## config.mk

```make
export PLATFORM = sky130hd
export DESIGN_NAME = pipe_hazard_ctrl
export DESIGN_NICKNAME = d
export VERILOG_FILES = /design/src/rtl/pipe_hazard_ctrl.sv
export SDC_FILE = /design/constraint.sdc
export NUM_CORES = 1
export LEC_CHECK = 0
export ABC_AREA = 1
export BUFFER_PORTS_ARGS = -buffer_cell sky130_fd_sc_hd__clkbuf_2
export CELL_PAD_IN_SITES_DETAIL_PLACEMENT = 0
export CELL_PAD_IN_SITES_GLOBAL_PLACEMENT = 2
export CORE_UTILIZATION = 29
export CTS_BUF_LIST = sky130_fd_sc_hd__clkbuf_8
export DETAILED_ROUTE_END_ITERATION = 12
export GPL_ROUTABILITY_DRIVEN = 0
export GPL_TIMING_DRIVEN = 1
export PLACE_DENSITY_LB_ADDON = 0.1
export SETUP_SLACK_MARGIN = 0.5
export SYNTH_ARGS = -nofsm -noshare
export SYNTH_HDL_FRONTEND = slang
export SYNTH_SLANG_ARGS = --single-unit
```

## constraint.sdc

```tcl
create_clock -name clock -period 1.5 [get_ports clock]
set_input_delay 0.3 -clock clock [delete_from_list [all_inputs] [get_ports clock]]
set_output_delay 0.3 -clock clock [all_outputs]
set_load 0.01 [all_outputs]
```

## src/rtl/pipe_hazard_ctrl.sv

```systemverilog
// Hazard and sequencing controller for the ID/EX stage register: load-use
// stall, branch flush, operand forwarding selects and a saturating stall counter.
module pipe_hazard_ctrl #(
    parameter int FLUSH_CYCLES = 2,
    parameter int STALL_CNT_W  = 16
) (
    input  logic                   clock,
    input  logic                   reset,
    input  logic                   id_valid,
    input  logic [2:0]             id_rs,
    input  logic [2:0]             id_rd,
    input  logic                   id_reg_write,
    input  logic                   id_load,
    input  logic                   branch_taken,
    output logic                   ifid_hold,
    output logic                   idex_enable,
    output logic                   idex_clear,
    output logic [1:0]             fwd_rs_sel,
    output logic [1:0]             fwd_rd_sel,
    output logic [STALL_CNT_W-1:0] stall_count
);

    typedef enum logic [0:0] {
        ST_RUN   = 1'b0,
        ST_FLUSH = 1'b1
    } state_t;

    typedef struct packed {
        logic       valid;
        logic [2:0] rd;
        logic       reg_write;
        logic       load;
    } trk_t;

    localparam logic [2:0] FLUSH_RELOAD = 3'(FLUSH_CYCLES - 1);
    localparam trk_t       TRK_NONE     = '{valid: 1'b0, rd: 3'd0, reg_write: 1'b0, load: 1'b0};

    localparam logic [1:0] SEL_RF  = 2'b00;
    localparam logic [1:0] SEL_EX  = 2'b01;
    localparam logic [1:0] SEL_MEM = 2'b10;

    state_t                 state_q, state_d;
    logic [2:0]             flush_cnt_q, flush_cnt_d;
    trk_t                   ex_q, ex_d;
    trk_t                   mem_q, mem_d;
    logic [STALL_CNT_W-1:0] stall_count_q, stall_count_d;

    logic load_use_s;
    logic issue_s;
    logic hold_s;
    logic clear_s;

    // A load in EX cannot feed EX next cycle; only the MEM-stage copy is usable.
    function automatic logic [1:0] fwd_sel(input logic [2:0] opnd, input trk_t ex, input trk_t mem);
        logic [1:0] sel;
        if (ex.valid && ex.reg_write && !ex.load && (ex.rd == opnd)) begin
            sel = SEL_EX;
        end else if (mem.valid && mem.reg_write && (mem.rd == opnd)) begin
            sel = SEL_MEM;
        end else begin
            sel = SEL_RF;
        end
        return sel;
    endfunction

    // Hazard detection, sequencing FSM next state, tracking and counter updates.
    always_comb begin
        load_use_s    = id_valid & ex_q.valid & ex_q.reg_write & ex_q.load &
                        ((ex_q.rd == id_rs) | (ex_q.rd == id_rd));
        hold_s        = 1'b0;
        clear_s       = 1'b0;
        state_d       = state_q;
        flush_cnt_d   = flush_cnt_q;

        case (state_q)
            ST_RUN: begin
                if (branch_taken) begin
                    clear_s     = 1'b1;
                    state_d     = ST_FLUSH;
                    flush_cnt_d = FLUSH_RELOAD;
                end else if (load_use_s) begin
                    hold_s  = 1'b1;
                    clear_s = 1'b1;
                end else begin
                    clear_s = 1'b0;
                end
            end
            ST_FLUSH: begin
                clear_s = 1'b1;
                if (branch_taken) begin
                    flush_cnt_d = FLUSH_RELOAD;
                end else if (flush_cnt_q == 3'd0) begin
                    state_d = ST_RUN;
                end else begin
                    flush_cnt_d = flush_cnt_q - 3'd1;
                end
            end
            default: begin
                clear_s     = 1'b1;
                state_d     = ST_RUN;
                flush_cnt_d = 3'd0;
            end
        endcase

        issue_s = id_valid & ~load_use_s & (state_q == ST_RUN) & ~branch_taken;

        if (issue_s) begin
            ex_d = '{valid: 1'b1, rd: id_rd, reg_write: id_reg_write, load: id_load};
        end else begin
            ex_d = TRK_NONE;
        end
        mem_d = ex_q;

        if (hold_s && (stall_count_q != {STALL_CNT_W{1'b1}})) begin
            stall_count_d = stall_count_q + STALL_CNT_W'(1);
        end else begin
            stall_count_d = stall_count_q;
        end
    end

    // State, tracking entries and stall counter.
    always_ff @(posedge clock or negedge reset) begin
        if (!reset) begin
            state_q       <= ST_RUN;
            flush_cnt_q   <= 3'd0;
            ex_q          <= TRK_NONE;
            mem_q         <= TRK_NONE;
            stall_count_q <= '0;
        end else begin
            state_q       <= state_d;
            flush_cnt_q   <= flush_cnt_d;
            ex_q          <= ex_d;
            mem_q         <= mem_d;
            stall_count_q <= stall_count_d;
        end
    end

    assign ifid_hold   = hold_s;
    assign idex_enable = 1'b1;
    assign idex_clear  = clear_s;
    assign fwd_rs_sel  = fwd_sel(id_rs, ex_q, mem_q);
    assign fwd_rd_sel  = fwd_sel(id_rd, ex_q, mem_q);
    assign stall_count = stall_count_q;

endmodule
```

* Word-level counts from Yosys, hierarchy flattened
Cells that the tools add are included.
Word-level totals: logic and storage cells 59, output and inout port bits 23, input port bits 12, flip-flop bits (word level) 31
Cells by class: bitwise operators 11, mux-type cells 18, eq/ne operators 7, reductions and logical operators 11, add/subtract/negate cells 2
Operators by type and width (count):
- adder 16 x 1 -> 16 bit (second input constant) | 1
- inequality test 16 bit (second input constant) | 1
- == test 3 bit | 4
- 2-to-1 mux 3 bit | 3
- logical AND 1 bit | 8
- 2-to-1 mux 2 bit | 4
- AND 1 bit | 7
- 2-to-1 mux 1 bit | 7
- 2-to-1 mux 6 bit | 1
- one-hot mux 3 bit (2 select lines) | 1
- one-hot mux 1 bit (2 select lines) | 2
- logical NOT 3 bit | 1
- inequality test 3 bit (second input constant) | 1
- NOT 1 bit | 3
- subtractor 3 x 1 -> 3 bit (second input constant) | 1
- inequality test 2 bit (second input constant) | 1
- AND reduction 2 bit | 1
- logical NOT 1 bit | 1
- OR 1 bit | 1

* Logic depth before layout (Yosys ltp)
depth after elaboration 9, mapped depth 11, gate-level depth less buffers 10

* Least setup slack after synthesis
OpenSTA, ideal clock, no wires.
kind register to register, start point register stall_count_q[0] (netlist: stall_count[0]), end point register stall_count_q[4] (netlist: stall_count[4]), cell stages (with the launch flop) 12, data arrival time 1.465 ns, buffers on the path 1, data required time 1.435 ns, setup time 0.065 ns, path slack -0.030 ns, period minus slack after synthesis 1.530 ns, path through dfrtp_1 ha_1 nand3_2 inv_2 nand2_2 inv_2 nand2_2 inv_2 nor2_4 buf_6 nand2_1 nand2_1
On the way: cells in the longest elaborated chain, start to end 2, elaborated cells between the ends (all ways) 3
RTL lines:
- start, declared | RTL line 46 | logic [STALL_CNT_W-1:0] stall_count_q, stall_count_d;
- start signal, assigned | RTL line 134 | stall_count_q <= stall_count_d;
- parallel branches: the longest is 2 deep, another holds adder 16 x 1 -> 16 bit
Several ways; the timed one is not identified. A chain may end at the register's enable or synchronous reset.

* Worst setup path after layout
start point register ex_q[3] in the netlist's numbering, end point output port ifid_hold
On the way: cells in the longest elaborated chain, start to end 6, elaborated cells between the ends (all ways) 7
RTL lines:
- start, declared | RTL line 44 | trk_t ex_q, ex_d;
- start signal, assigned | RTL line 126 | ex_q <= TRK_NONE;
- start signal, assigned | RTL line 132 | ex_q <= ex_d;
- == test 3 bit | RTL line 69 | ((ex_q.rd == id_rs) | (ex_q.rd == id_rd));
- OR 1 bit * | RTL line 69
- AND 1 bit * | RTL line 68 | load_use_s = id_valid & ex_q.valid & ex_q.reg_write & ex_q.load &
- 2-to-1 mux 1 bit * | RTL line 81 | end else if (load_use_s) begin
- 2-to-1 mux 1 bit * | RTL line 77 | if (branch_taken) begin
- 2-to-1 mux 1 bit * | RTL line 75 | case (state_q)
- end, declared | RTL line 15 | output logic ifid_hold,
Every way passes the cells marked *; elsewhere a longest branch is shown, timed or not.

==> flow_summary.ini <==
[timing]
period_minus_slack_ps = 1720
hold_viol = 0
rsz0062_at_grt = yes
fin_ws_ps = -222
final_max_slew_viol_count = 0
fin_crit_sh_pct = 115
fmax_ghz = 0.581
setup-violations-final = 22
fin_skew_ps = 7.39

[worst_setup_path]
crit_chain = inv_1 > nand2_1 > nand2_1 > nand3_2 > nand2_4 > nand3_4 > inv_2 > buf_6
cp_slowest_cell = dfrtp_2
crit_top_cell = nand2_1
critPathMaxFanout = 4
start_kind = flop
critical_path_class = reg -> out
max_stage_delay_ps = 440
endpoint_kind = output pin
arrival_ps = 1420
cp_data_required_time_ps = 1200

[floorplanning]
dieArea_mm2 = 0.00652
core_area_mm2 = 0.00596
std_cell_rows = 28
ioPinCount = 35
fp.dieH_um = 80.7
die_w_um = 80.7
start_util_pct = 30.2

[route]
wire_per_inst_um = 12.0
vias_per_cell = 4.29
drtIter0Drc = 37
drtPass1Iterations = 5
vias = 1637
wl_mm = 4.59
ant_nets = 0
drc_errors = 0

[yosys]
synthCells = 231
yosysMostFrequentCell = nand2_1
synthTopCellsByCount = 74 x nand2_1, 31 x dfrtp_1, 27 x inv_1
synth_top_area_share_pct = 43.1
syn_avg_cell_area_um2 = 7.78
synth_flop_cell = dfrtp_1
synth.largest_area_cell = dfrtp_1
seq_area_frac_synth_pct = 43.1
synth_area_leaders = dfrtp_1 43%, nand2_1 15%, xnor2_1 5.8%, inv_1 5.6%, nor2_1 5.0%
ys_ff_latch = 31
async_flop_share_pct = 100
synth.distinct_cells = 27
synth.cell_area_mm2 = 0.00180
yosys_warnings = 0
synth_edf_count = 0
syn_nets = 246

[layout]
register_area_um2 = 785
nFillCells = 617
num_antenna_cells = 0
layout.nets = 321
syn_to_final_growth_pct = 61.0
drive_gt1_share_pct = 47.6
multi_input_area_mm2 = 0.00106

[clocking]
cts.path.max_buffers = 2
htreeDepth = 2
numClockSinks = 31
clkSlewWorstSetupHoldPaths_ps = 70
clock_latency_ps = 290
numCtsBuffers = 5
cts_root_buffer = clkbuf_8
cts_tree = yes

[global_route]
grt_antenna_before_repair = 0
grt_pass1_wl_mm = 7.70
grt-ovfl-total = 0
grtUsageTotal_pct = 15.9
grt_pass1_vias = 1663
grt_max_degree = 19

[outcome]
violations = setup timing
status = finished with violations

[run]
drv_cap = 0

[placement]
place.port_buffers = 33
place_ws_ps = 28.4
hpwl_mm = 3.28

[min_path]
hp-class = in -> reg

[power]
finalPower_mw = 2.23
power.density_mw_per_mm2 = 772
irDropWorstVdd_mv = 0.494
power.leakage_nw = 1.56
## logic make-up after synthesis
kind of cell | after synthesis | synth area share [%]
compound gates | 7 | 2.09
xor+xnor | 19 | 9.26
fa+ha+maj | 3 | 2.09
buf+inv | 36 | 8.63
flops | 31 | 43.1
other cells | 1 | 0.209
simple gates | 134 | 34.6
## worst max-delay path, delay by kind of cell (launching register included)
| kind | cells | cell delay (ps) |
|---|---|---|
| simple gates | 5 | 460 |
| buf+inv | 3 | 230 |
| flops | 1 | 440 |
## repair_timing
action / in CTS / in global routing
hold buffers: 1 / 0
pin swaps: 10 / 15
resized for setup: 20 / 85
gates cloned: 1 / 0
setup buffers: 6 / 7
setup endpoints to repair: 48 / 66
endpoints found under the hold margin: 13 / 0
## stage by stage
step	area, µm²	std cells	setup TNS (ps)	hold slack, ps	util (%)
after floorplan	1860	231	0	4.41	-
after global placement	2300	359	0	263	38.7
after detailed placement	2300	359	0	265	38.7
after CTS	2570	375	-3270	186	43.2
after global routing	2890	382	-5360	193	48.6
final	2890	382	-2990	197	48.6
## layer usage
metal,track usage (%),part of all wire (%)
met1,21.2,46
met2,25.6,49
met3,2.47,3.0
met4,6.96,1.8
met5,0,0
## registers in the layout, summed over array words and instances (netlist names)
register,cells
ex_q,6
flush_cnt_q,3
mem_q,5
stall_count,16
state_q,1
## area by class of cell
type | count | area share [%]
inverters | 32 | 4.15
well taps | 75 | 3.24
flip-flops and latches | 31 | 27.1
clock buffers | 6 | 2.85
clock inverters | 2 | 1.21
repair buffers | 72 | 24.6
multi-input cells | 164 | 36.8
## placed cells by master, fill, tap and decap left out, types with 4 or more instances in the layout
| cell | count |
|---|---|
| buf_12 | 4 |
| nand3_2 | 4 |
| nand3_1 | 11 |
| nor2_1 | 21 |
| clkbuf_2 | 10 |
| buf_2 | 4 |
| buf_4 | 16 |
| dfrtp_2 | 7 |
| nand2_4 | 11 |
| dfrtp_1 | 24 |
| nand2_2 | 20 |
| clkbuf_8 | 6 |
| xor2_1 | 7 |
| xnor2_1 | 10 |
| buf_6 | 34 |
| inv_1 | 24 |
| nand2_1 | 51 |
| inv_2 | 8 |
## path summary, 6_finish.rpt
path	from	end	slack [ps]	cells after the start
worst max-delay path	ex_q[3]	ifid_hold	-220	8
worst min-delay path	id_load	ex_q[0]	200	3
worst max register to register	ex_q[3]	stall_count[3]	-130	12
worst min register to register	ex_q[1]	mem_q[1]	400	0
max in group asynchronous	reset	stall_count[15]	680	3
min in group asynchronous	reset	flush_cnt_q[0]	430	2
## report_power, final
| part | total [mW] | internal (mW) | switching (mW) |
|---|---|---|---|
| Clock | 0.876 | 0.537 | 0.339 |
| Sequential | 0.933 | 0.900 | 0.0335 |
| Combinational | 0.425 | 0.206 | 0.219 |
| Total | 2.23 | 1.64 | 0.591 |
Power figures use the tool's default switching activity.
